==> src/rtl/pipeline_ctrl_pkg.sv <==
// Shared types for the pipeline stall/flush sequencer.
package pipeline_ctrl_pkg;

  // Architectural register select.
  typedef logic [4:0] regbits_t;

  // Sequencer states: normal flow, data-memory wait, sticky halt.
  typedef enum logic [1:0] {
    PC_RUN   = 2'd0,
    PC_DWAIT = 2'd1,
    PC_HALT  = 2'd2
  } pctrl_state_t;

endpackage

==> src/rtl/load_use_detect.sv <==
// Load-use hazard detect: the load in EX targets a register the DC instruction reads.
module load_use_detect
  import pipeline_ctrl_pkg::*;
(
  input  logic     ex_d_ren_i,
  input  regbits_t ex_wsel_i,
  input  regbits_t dc_rsel1_i,
  input  regbits_t dc_rsel2_i,
  input  logic     dc_uses_rt_i,
  output logic     lu_o
);

  // Register 0 is hardwired, so a load targeting it never creates a hazard.
  always_comb begin
    lu_o = ex_d_ren_i && (ex_wsel_i != '0) &&
           ((ex_wsel_i == dc_rsel1_i) || (dc_uses_rt_i && (ex_wsel_i == dc_rsel2_i)));
  end

endmodule

==> src/rtl/pipeline_ctrl.sv <==
// Central stall/flush sequencer for the 5-stage pipeline.
// Optional perf counters (stall_cnt, flush_cnt) enabled by PIPE_CTRL_PERF_EN.
module pipeline_ctrl
  import pipeline_ctrl_pkg::*;
#(
  parameter int unsigned DWAIT_MAX = 64,
  parameter int unsigned CNT_W     = 32
) (
  input  logic             CLK,
  input  logic             nRST,
  input  logic             ihit,
  input  logic             dhit,
  input  logic             mem_dreq,
  input  logic             mem_halt,
  input  logic             branch_taken,
  input  logic             ex_d_ren,
  input  regbits_t         ex_wsel,
  input  regbits_t         dc_rsel1,
  input  regbits_t         dc_rsel2,
  input  logic             dc_uses_rt,
  output logic             pc_en,
  output logic             pipe1_en,
  output logic             pipe2_en,
  output logic             pipe3_en,
  output logic             pipe4_en,
  output logic             flushed1,
  output logic             flushed2,
  output logic             flushed3,
  output logic             flushed4,
  output logic             halt,
  output logic             mem_timeout
`ifdef PIPE_CTRL_PERF_EN
  ,
  output logic [CNT_W-1:0] stall_cnt,
  output logic [CNT_W-1:0] flush_cnt
`endif
);

  localparam int unsigned WaitW = (DWAIT_MAX > 2) ? $clog2(DWAIT_MAX) : 1;
  localparam logic [WaitW-1:0] WaitLast = WaitW'(DWAIT_MAX - 1);

  pctrl_state_t     state_q, state_d;
  logic             halt_q, halt_d;
  logic             tmo_q, tmo_d;
  logic [WaitW-1:0] wcnt_q, wcnt_d;
  logic [3:0]       pipe_en, flushed;
  logic             dwait, lu;

  assign dwait = mem_dreq & ~dhit;

  load_use_detect u_lu (
    .ex_d_ren_i   (ex_d_ren),
    .ex_wsel_i    (ex_wsel),
    .dc_rsel1_i   (dc_rsel1),
    .dc_rsel2_i   (dc_rsel2),
    .dc_uses_rt_i (dc_uses_rt),
    .lu_o         (lu)
  );

  // Per-cycle priority decision and next-state for the FSM and wait counter.
  always_comb begin
    pc_en   = 1'b0;
    pipe_en = '0;
    flushed = '0;
    state_d = state_q;
    halt_d  = halt_q;
    tmo_d   = tmo_q;
    wcnt_d  = wcnt_q;
    if (state_q == PC_HALT) begin
      // Frozen until reset.
    end else if (mem_halt) begin
      pipe_en[3] = 1'b1;
      flushed[2] = 1'b1;
      state_d    = PC_HALT;
      halt_d     = 1'b1;
      wcnt_d     = '0;
    end else if (dwait) begin
      state_d = PC_DWAIT;
      if (state_q == PC_DWAIT) begin
        if (wcnt_q != WaitLast) wcnt_d = wcnt_q + 1'b1;
        if (wcnt_d == WaitLast) tmo_d = 1'b1;
      end
    end else begin
      state_d = PC_RUN;
      wcnt_d  = '0;
      if (branch_taken) begin
        pc_en      = 1'b1;
        flushed    = 4'b0111;
        pipe_en[3] = 1'b1;
      end else if (lu) begin
        flushed[1] = 1'b1;
        pipe_en    = 4'b1100;
      end else if (!ihit) begin
        flushed[0] = 1'b1;
        pipe_en    = 4'b1110;
      end else begin
        pc_en   = 1'b1;
        pipe_en = 4'b1111;
      end
    end
    // Hold everything in bubbles while reset is asserted.
    if (!nRST) begin
      pc_en   = 1'b0;
      pipe_en = '0;
      flushed = '1;
    end
  end

  // Sequencer state, sticky flags and wait counter.
  always_ff @(posedge CLK or negedge nRST) begin
    if (!nRST) begin
      state_q <= PC_RUN;
      halt_q  <= 1'b0;
      tmo_q   <= 1'b0;
      wcnt_q  <= '0;
    end else begin
      state_q <= state_d;
      halt_q  <= halt_d;
      tmo_q   <= tmo_d;
      wcnt_q  <= wcnt_d;
    end
  end

  assign pipe1_en    = pipe_en[0];
  assign pipe2_en    = pipe_en[1];
  assign pipe3_en    = pipe_en[2];
  assign pipe4_en    = pipe_en[3];
  assign flushed1    = flushed[0];
  assign flushed2    = flushed[1];
  assign flushed3    = flushed[2];
  assign flushed4    = flushed[3];
  assign halt        = halt_q;
  assign mem_timeout = tmo_q;

`ifdef PIPE_CTRL_PERF_EN
  logic [CNT_W-1:0] stall_cnt_q, stall_cnt_d, flush_cnt_q, flush_cnt_d;

  // Perf counters wrap naturally at 2^CNT_W.
  always_comb begin
    stall_cnt_d = stall_cnt_q;
    flush_cnt_d = flush_cnt_q;
    if (!pc_en && (state_q != PC_HALT)) stall_cnt_d = stall_cnt_q + 1'b1;
    if (flushed[1] || flushed[2]) flush_cnt_d = flush_cnt_q + 1'b1;
  end

  // Perf counter registers.
  always_ff @(posedge CLK or negedge nRST) begin
    if (!nRST) begin
      stall_cnt_q <= '0;
      flush_cnt_q <= '0;
    end else begin
      stall_cnt_q <= stall_cnt_d;
      flush_cnt_q <= flush_cnt_d;
    end
  end

  assign stall_cnt = stall_cnt_q;
  assign flush_cnt = flush_cnt_q;
`endif

endmodule

==> config.mk <==
export PLATFORM = sky130hd
export DESIGN_NAME = pipeline_ctrl
export DESIGN_NICKNAME = d
export VERILOG_FILES = /design/src/rtl/pipeline_ctrl_pkg.sv /design/src/rtl/load_use_detect.sv /design/src/rtl/pipeline_ctrl.sv
export SDC_FILE = /design/constraint.sdc
export NUM_CORES = 1
export LEC_CHECK = 0
export ABC_AREA = 1
export CELL_PAD_IN_SITES_DETAIL_PLACEMENT = 0
export CELL_PAD_IN_SITES_GLOBAL_PLACEMENT = 1
export CORE_ASPECT_RATIO = 1.4
export CORE_UTILIZATION = 27
export CTS_CLUSTER_SIZE = 8
export DETAILED_ROUTE_END_ITERATION = 10
export PLACE_DENSITY_LB_ADDON = 0.1
export REMOVE_ABC_BUFFERS = 1
export SETUP_SLACK_MARGIN = 0.02
export SYNTH_ARGS = -nofsm -noshare
export SYNTH_HDL_FRONTEND = slang
export SYNTH_HIERARCHICAL = 1
export SYNTH_SLANG_ARGS = --single-unit
==> constraint.sdc <==
create_clock -name CLK -period 1.7 [get_ports CLK]
set_input_delay 0.255 -clock CLK [delete_from_list [all_inputs] [get_ports CLK]]
set_output_delay 0.255 -clock CLK [all_outputs]
set_load 0.005 [all_outputs]
==> tab_implementation.tex <==
\begin{tabular}{lr}
\hline
Metric & Value \\
\hline
\multicolumn{2}{l}{\textbf{Run status}} \\
\quad Run status & completed \\
\multicolumn{2}{l}{\textbf{Cells and area}} \\
\quad Design Area, Final & 0.00136 mm2 \\
\quad Count of nets after finishing & 227 \\
\quad Relative area change from synthesis to final layout & 61.5\% \\
\quad Fraction of layout instances using a drive strength above 1 & 32.0\% \\
\quad \# diodes & 0 \\
\quad Final design utilization & 46.8\% \\
\quad Final cell count without fillers & 237 \\
\multicolumn{2}{l}{\textbf{Worst setup path}} \\
\quad Largest stage delay on the critical path & 490 ps \\
\quad Crit path DAT & 1350 ps \\
\quad Worst r2r src & wcnt\_q[0] \\
\quad Category of the critical setup timing path & in2out \\
\quad Startpoint kind of the worst setup timing path & input pin \\
\quad CP max stage cell & sky130\_fd\_sc\_hd\_\_clkdlybuf4s50\_1 \\
\quad Kind of capture point of the worst setup path & output pin \\
\quad Reg-to-Reg End & mem\_timeout \\
\quad Worst EP required & 1440 ps \\
\quad Ordered cell list for the critical path & dlygate4sd2\_1, buf\_4, inv\_1, buf\_4, clkdlybuf4s50\_1 \\
\quad Largest driver fanout on the critical path & 4 \\
\quad Buf+Inv Stages, Crit Path & 5 \\
\quad Worst r2r path cells & 9 \\
\quad Top delay family on crit path & buffers and inverters \\
\quad Most repeated library cell on the critical path & sky130\_fd\_sc\_hd\_\_buf\_4 \\
\quad Slack of the worst reg-to-reg path & 280 ps \\
\multicolumn{2}{l}{\textbf{Placed design}} \\
\quad Placement Setup Slack & -705 ps \\
\quad Post-DP HPWL & 1.96 mm \\
\quad Number of cells after detailed placement & 231 \\
\quad Port bufs & 34 \\
\quad Cell Area, Placed & 0.00130 mm2 \\
\quad Routability cong. & 0.760 \\
\multicolumn{2}{l}{\textbf{Pwr}} \\
\quad Power density cells & 458 mW/mm2 \\
\quad Clock network power share & 38.9\% \\
\quad Maximum vdd ir drop & 272 uV \\
\quad Switch Pwr & 155 uW \\
\quad Leak & 0.771 nW \\
\quad Internal & 468 uW \\
\quad Logic gate share of total power & 22.2\% \\
\quad Switching share of power & 24.9\% \\
\quad Reg power frac & 38.9\% \\
\multicolumn{2}{l}{\textbf{STA}} \\
\quad Count of final setup violators & 0 \\
\quad Total count of hold-check failures in the final report & 0 \\
\quad Time the worst path needs with I/O delays and setup & 1610 ps \\
\quad Worst clock skew & 3.39 ps \\
\quad Max frequency & 621 MHz \\
\quad Slew at the pin closest to its max-slew limit & 216 ps \\
\quad Worst relative slew slack & 85.6\% \\
\quad Final setup slack of the worst path & 90.2 ps \\
\quad RSZ-0062 raised after global routing & true \\
\quad Final worst path period share & 94.7\% \\
\quad Slew Viols, Final & 0 \\
\multicolumn{2}{l}{\textbf{CTS}} \\
\quad H-tree Lvls & 1 \\
\quad Clk buf depth & 2 \\
\quad Clock insertion delay at the later pin of the skew report & 240 ps \\
\quad Clock Sinks & 10 \\
\quad Number of CTS-inserted buffers & 3 \\
\quad Clock Root Buffer & sky130\_fd\_sc\_hd\_\_clkbuf\_8 \\
\quad Reg clk slew, reported paths & 50 ps \\
\quad CTS tree & yes \\
\multicolumn{2}{l}{\textbf{GRT}} \\
\quad Via count of the first global-routing pass & 1063 \\
\quad Total track usage & 16.6\% \\
\quad Number of antenna violations at the first check in global routing & 0 \\
\quad First-pass GRT wire length & 4.28 mm \\
\quad Final global-route overflow total & 0 \\
\quad Pin count of the biggest net entering global routing & 11 \\
\multicolumn{2}{l}{\textbf{Routing}} \\
\quad Remaining antenna violation count after routing & 0 \\
\quad Drt first pass iters & 4 \\
\quad Overall routed net length & 2.41 mm \\
\quad Vias after detailed routing & 1045 \\
\quad Initial drt markers & 31 \\
\quad Detailed-route DRC error count & 0 \\
\quad Post-detailed-route via-to-cell ratio & 4.41 \\
\quad Routed length per instance & 10.2 um \\
\multicolumn{2}{l}{\textbf{Synthesis}} \\
\quad Post-Syn Area & 842 um2 \\
\quad Number of instances in the synthesized netlist & 151 \\
\quad Flip-flop and latch count after synthesis & 10 \\
\quad Main area contributors after synthesis & sky130\_fd\_sc\_hd\_\_dfrtp\_1 (30\%), sky130\_fd\_sc\_hd\_\_nand2\_1 (25\%), sky130\_fd\_sc\_hd\_\_inv\_1 (12\%) \\
\quad Biggest area consumer among synthesized cells & sky130\_fd\_sc\_hd\_\_dfrtp\_1 \\
\quad Proportion of netlist area held by the largest area contributor & 29.7\% \\
\quad Number of warnings issued by yosys & 6 \\
\quad Mean post-synth cell area & 5.58 um2 \\
\quad Count of distinct cell types in the synthesized netlist & 15 \\
\quad Portion of the post-synthesis area used by sequential elements & 29.7\% \\
\multicolumn{2}{l}{\textbf{Floorplan}} \\
\quad Area of the placeable core & 0.00291 mm2 \\
\quad Effective utilization at floorplan & 29.0\% \\
\quad Overall die area & 0.00335 mm2 \\
\quad Chip width & 49.2 um \\
\quad Die Y-Extent & 68.1 um \\
\quad Site row count & 23 \\
\quad Number of top-level pins & 35 \\
\multicolumn{2}{l}{\textbf{Hold path}} \\
\quad Path type of the worst min-delay path & in2async \\
\multicolumn{2}{l}{\textbf{Flow run}} \\
\quad Max capacitance violation total & 0 \\
\hline
\end{tabular}
-- cell type report --
cell class	count	area, um2
Timing Repair Buffer	46	359
Multi-Input combinational cell	111	548
Inverter	30	115
Fill cell	326	1550
Sequential cell	10	250
Clock buffer	3	41.3
Tap cell	37	46.3
-- cell families after synthesis --
family / Yosys count / synth area share [%]
xor gates and xnor gates: 1 / 1.04
and+or+nand+nor: 94 / 44.7
DFF: 10 / 29.7
AOI/OAI and AO/OA: 15 / 9.66
adders and majority gates: 1 / 1.49
buffers and inverters: 30 / 13.4
-- timing repair --
action                     CTS  global route
pin swaps                   16            26
buffers inserted             5             0
cloned                       0             0
resized for setup           65            59
setup endpoints to repair    9             7
hold buffers                 0             0
-- routing by layer --
| layer | up-vias | global-route usage [%] | part of all wire [%] |
|---|---|---|---|
| met5 | - | 0 | 0 |
| met4 | 0 | 7.35 | 1.8 |
| met3 | 5 | 1.33 | 2.5 |
| met2 | 26 | 32.0 | 57 |
| met1 | 454 | 18.4 | 39 |
| li1 | 560 | - | - |
-- power groups by stage --
stage	Combinational, mW	Sequential [mW]	Clock [mW]
5_1_grt	0.155	0.242	0.250
6_report	0.138	0.242	0.242
3_3_place_gp	0.141	0.245	0
2_1_floorplan	0.0432	0.246	0
4_1_cts	0.131	0.242	0.247
3_5_place_dp	0.142	0.245	0
-- worst register-to-register path, stage by stage (launching register included) --
cell and delay, ps:
sky130_fd_sc_hd__dfrtp_1 420, sky130_fd_sc_hd__ha_1 250, sky130_fd_sc_hd__nand2_1 90, sky130_fd_sc_hd__nor2_1 50, sky130_fd_sc_hd__nand2_1 150, sky130_fd_sc_hd__nand3_1 120
sky130_fd_sc_hd__nand2_1 100, sky130_fd_sc_hd__nor2_1 40, sky130_fd_sc_hd__nand2_1 50, sky130_fd_sc_hd__nand2_1 50
-- synthesized netlist by cell type --
cell                        n
sky130_fd_sc_hd__a21oi_1    3
sky130_fd_sc_hd__nor2_4     1
sky130_fd_sc_hd__nand3_1   10
sky130_fd_sc_hd__nand4_1    1
sky130_fd_sc_hd__dfrtp_1   10
sky130_fd_sc_hd__o21ai_0   10
sky130_fd_sc_hd__inv_2      2
sky130_fd_sc_hd__inv_1     28
sky130_fd_sc_hd__nor3_1     1
sky130_fd_sc_hd__xnor2_1    1
sky130_fd_sc_hd__o21bai_1   1
sky130_fd_sc_hd__nor2_1    25
sky130_fd_sc_hd__ha_1       1
sky130_fd_sc_hd__o21ai_2    1
sky130_fd_sc_hd__nand2_1   56
-- layout by cell type (no fill, tap or decap) --
master                             n
sky130_fd_sc_hd__a21oi_2           3
sky130_fd_sc_hd__buf_2             5
sky130_fd_sc_hd__buf_4            13
sky130_fd_sc_hd__buf_6             5
sky130_fd_sc_hd__clkbuf_2          9
sky130_fd_sc_hd__clkbuf_8          3
sky130_fd_sc_hd__clkdlybuf4s15_1   1
sky130_fd_sc_hd__clkdlybuf4s50_1   6
sky130_fd_sc_hd__dfrtp_1          10
sky130_fd_sc_hd__dlygate4sd2_1     6
sky130_fd_sc_hd__dlymetal6s2s_1    1
sky130_fd_sc_hd__ha_1              1
sky130_fd_sc_hd__inv_1            19
sky130_fd_sc_hd__inv_2            10
sky130_fd_sc_hd__inv_4             1
sky130_fd_sc_hd__nand2_1          51
sky130_fd_sc_hd__nand2_2           3
sky130_fd_sc_hd__nand2_4           2
sky130_fd_sc_hd__nand3_1          10
sky130_fd_sc_hd__nand4_1           1
sky130_fd_sc_hd__nor2_1           20
sky130_fd_sc_hd__nor2_2            3
sky130_fd_sc_hd__nor2_4            3
sky130_fd_sc_hd__nor3_2            1
sky130_fd_sc_hd__o21ai_0           6
sky130_fd_sc_hd__o21ai_1           2
sky130_fd_sc_hd__o21ai_2           3
sky130_fd_sc_hd__o21bai_1          1
sky130_fd_sc_hd__xnor2_1           1
-- worst max-delay path by stage --
stage,startpoint,endpoint,slack (ps),depth (start not counted)
global route,state_q[0],pipe1_en,8,9
CTS,state_q[0],flushed1,-110,11
floorplan,wcnt_q[0],mem_timeout,460,9
detailed placement,ex_wsel[3],flushed1,-710,11
finish,nRST,flushed4,90,5
global placement,ex_wsel[3],flushed2,-700,10
-- sequential cells by signal, summed over array words and instances (netlist names) --
register     flops
halt             1
wcnt_q           6
state_q          2
mem_timeout      1
-- through the flow --
stage	total power, mW	hold WS (ps)	setup TNS [ps]
2_1_floorplan	0.289	-40.6	0
3_3_place_gp	0.386	445	-3910
3_5_place_dp	0.387	464	-3820
4_1_cts	0.620	129	-366
5_1_grt	0.647	197	0
6_report	0.622	187	0
Note: power is estimated with default switching activity, not from simulation.
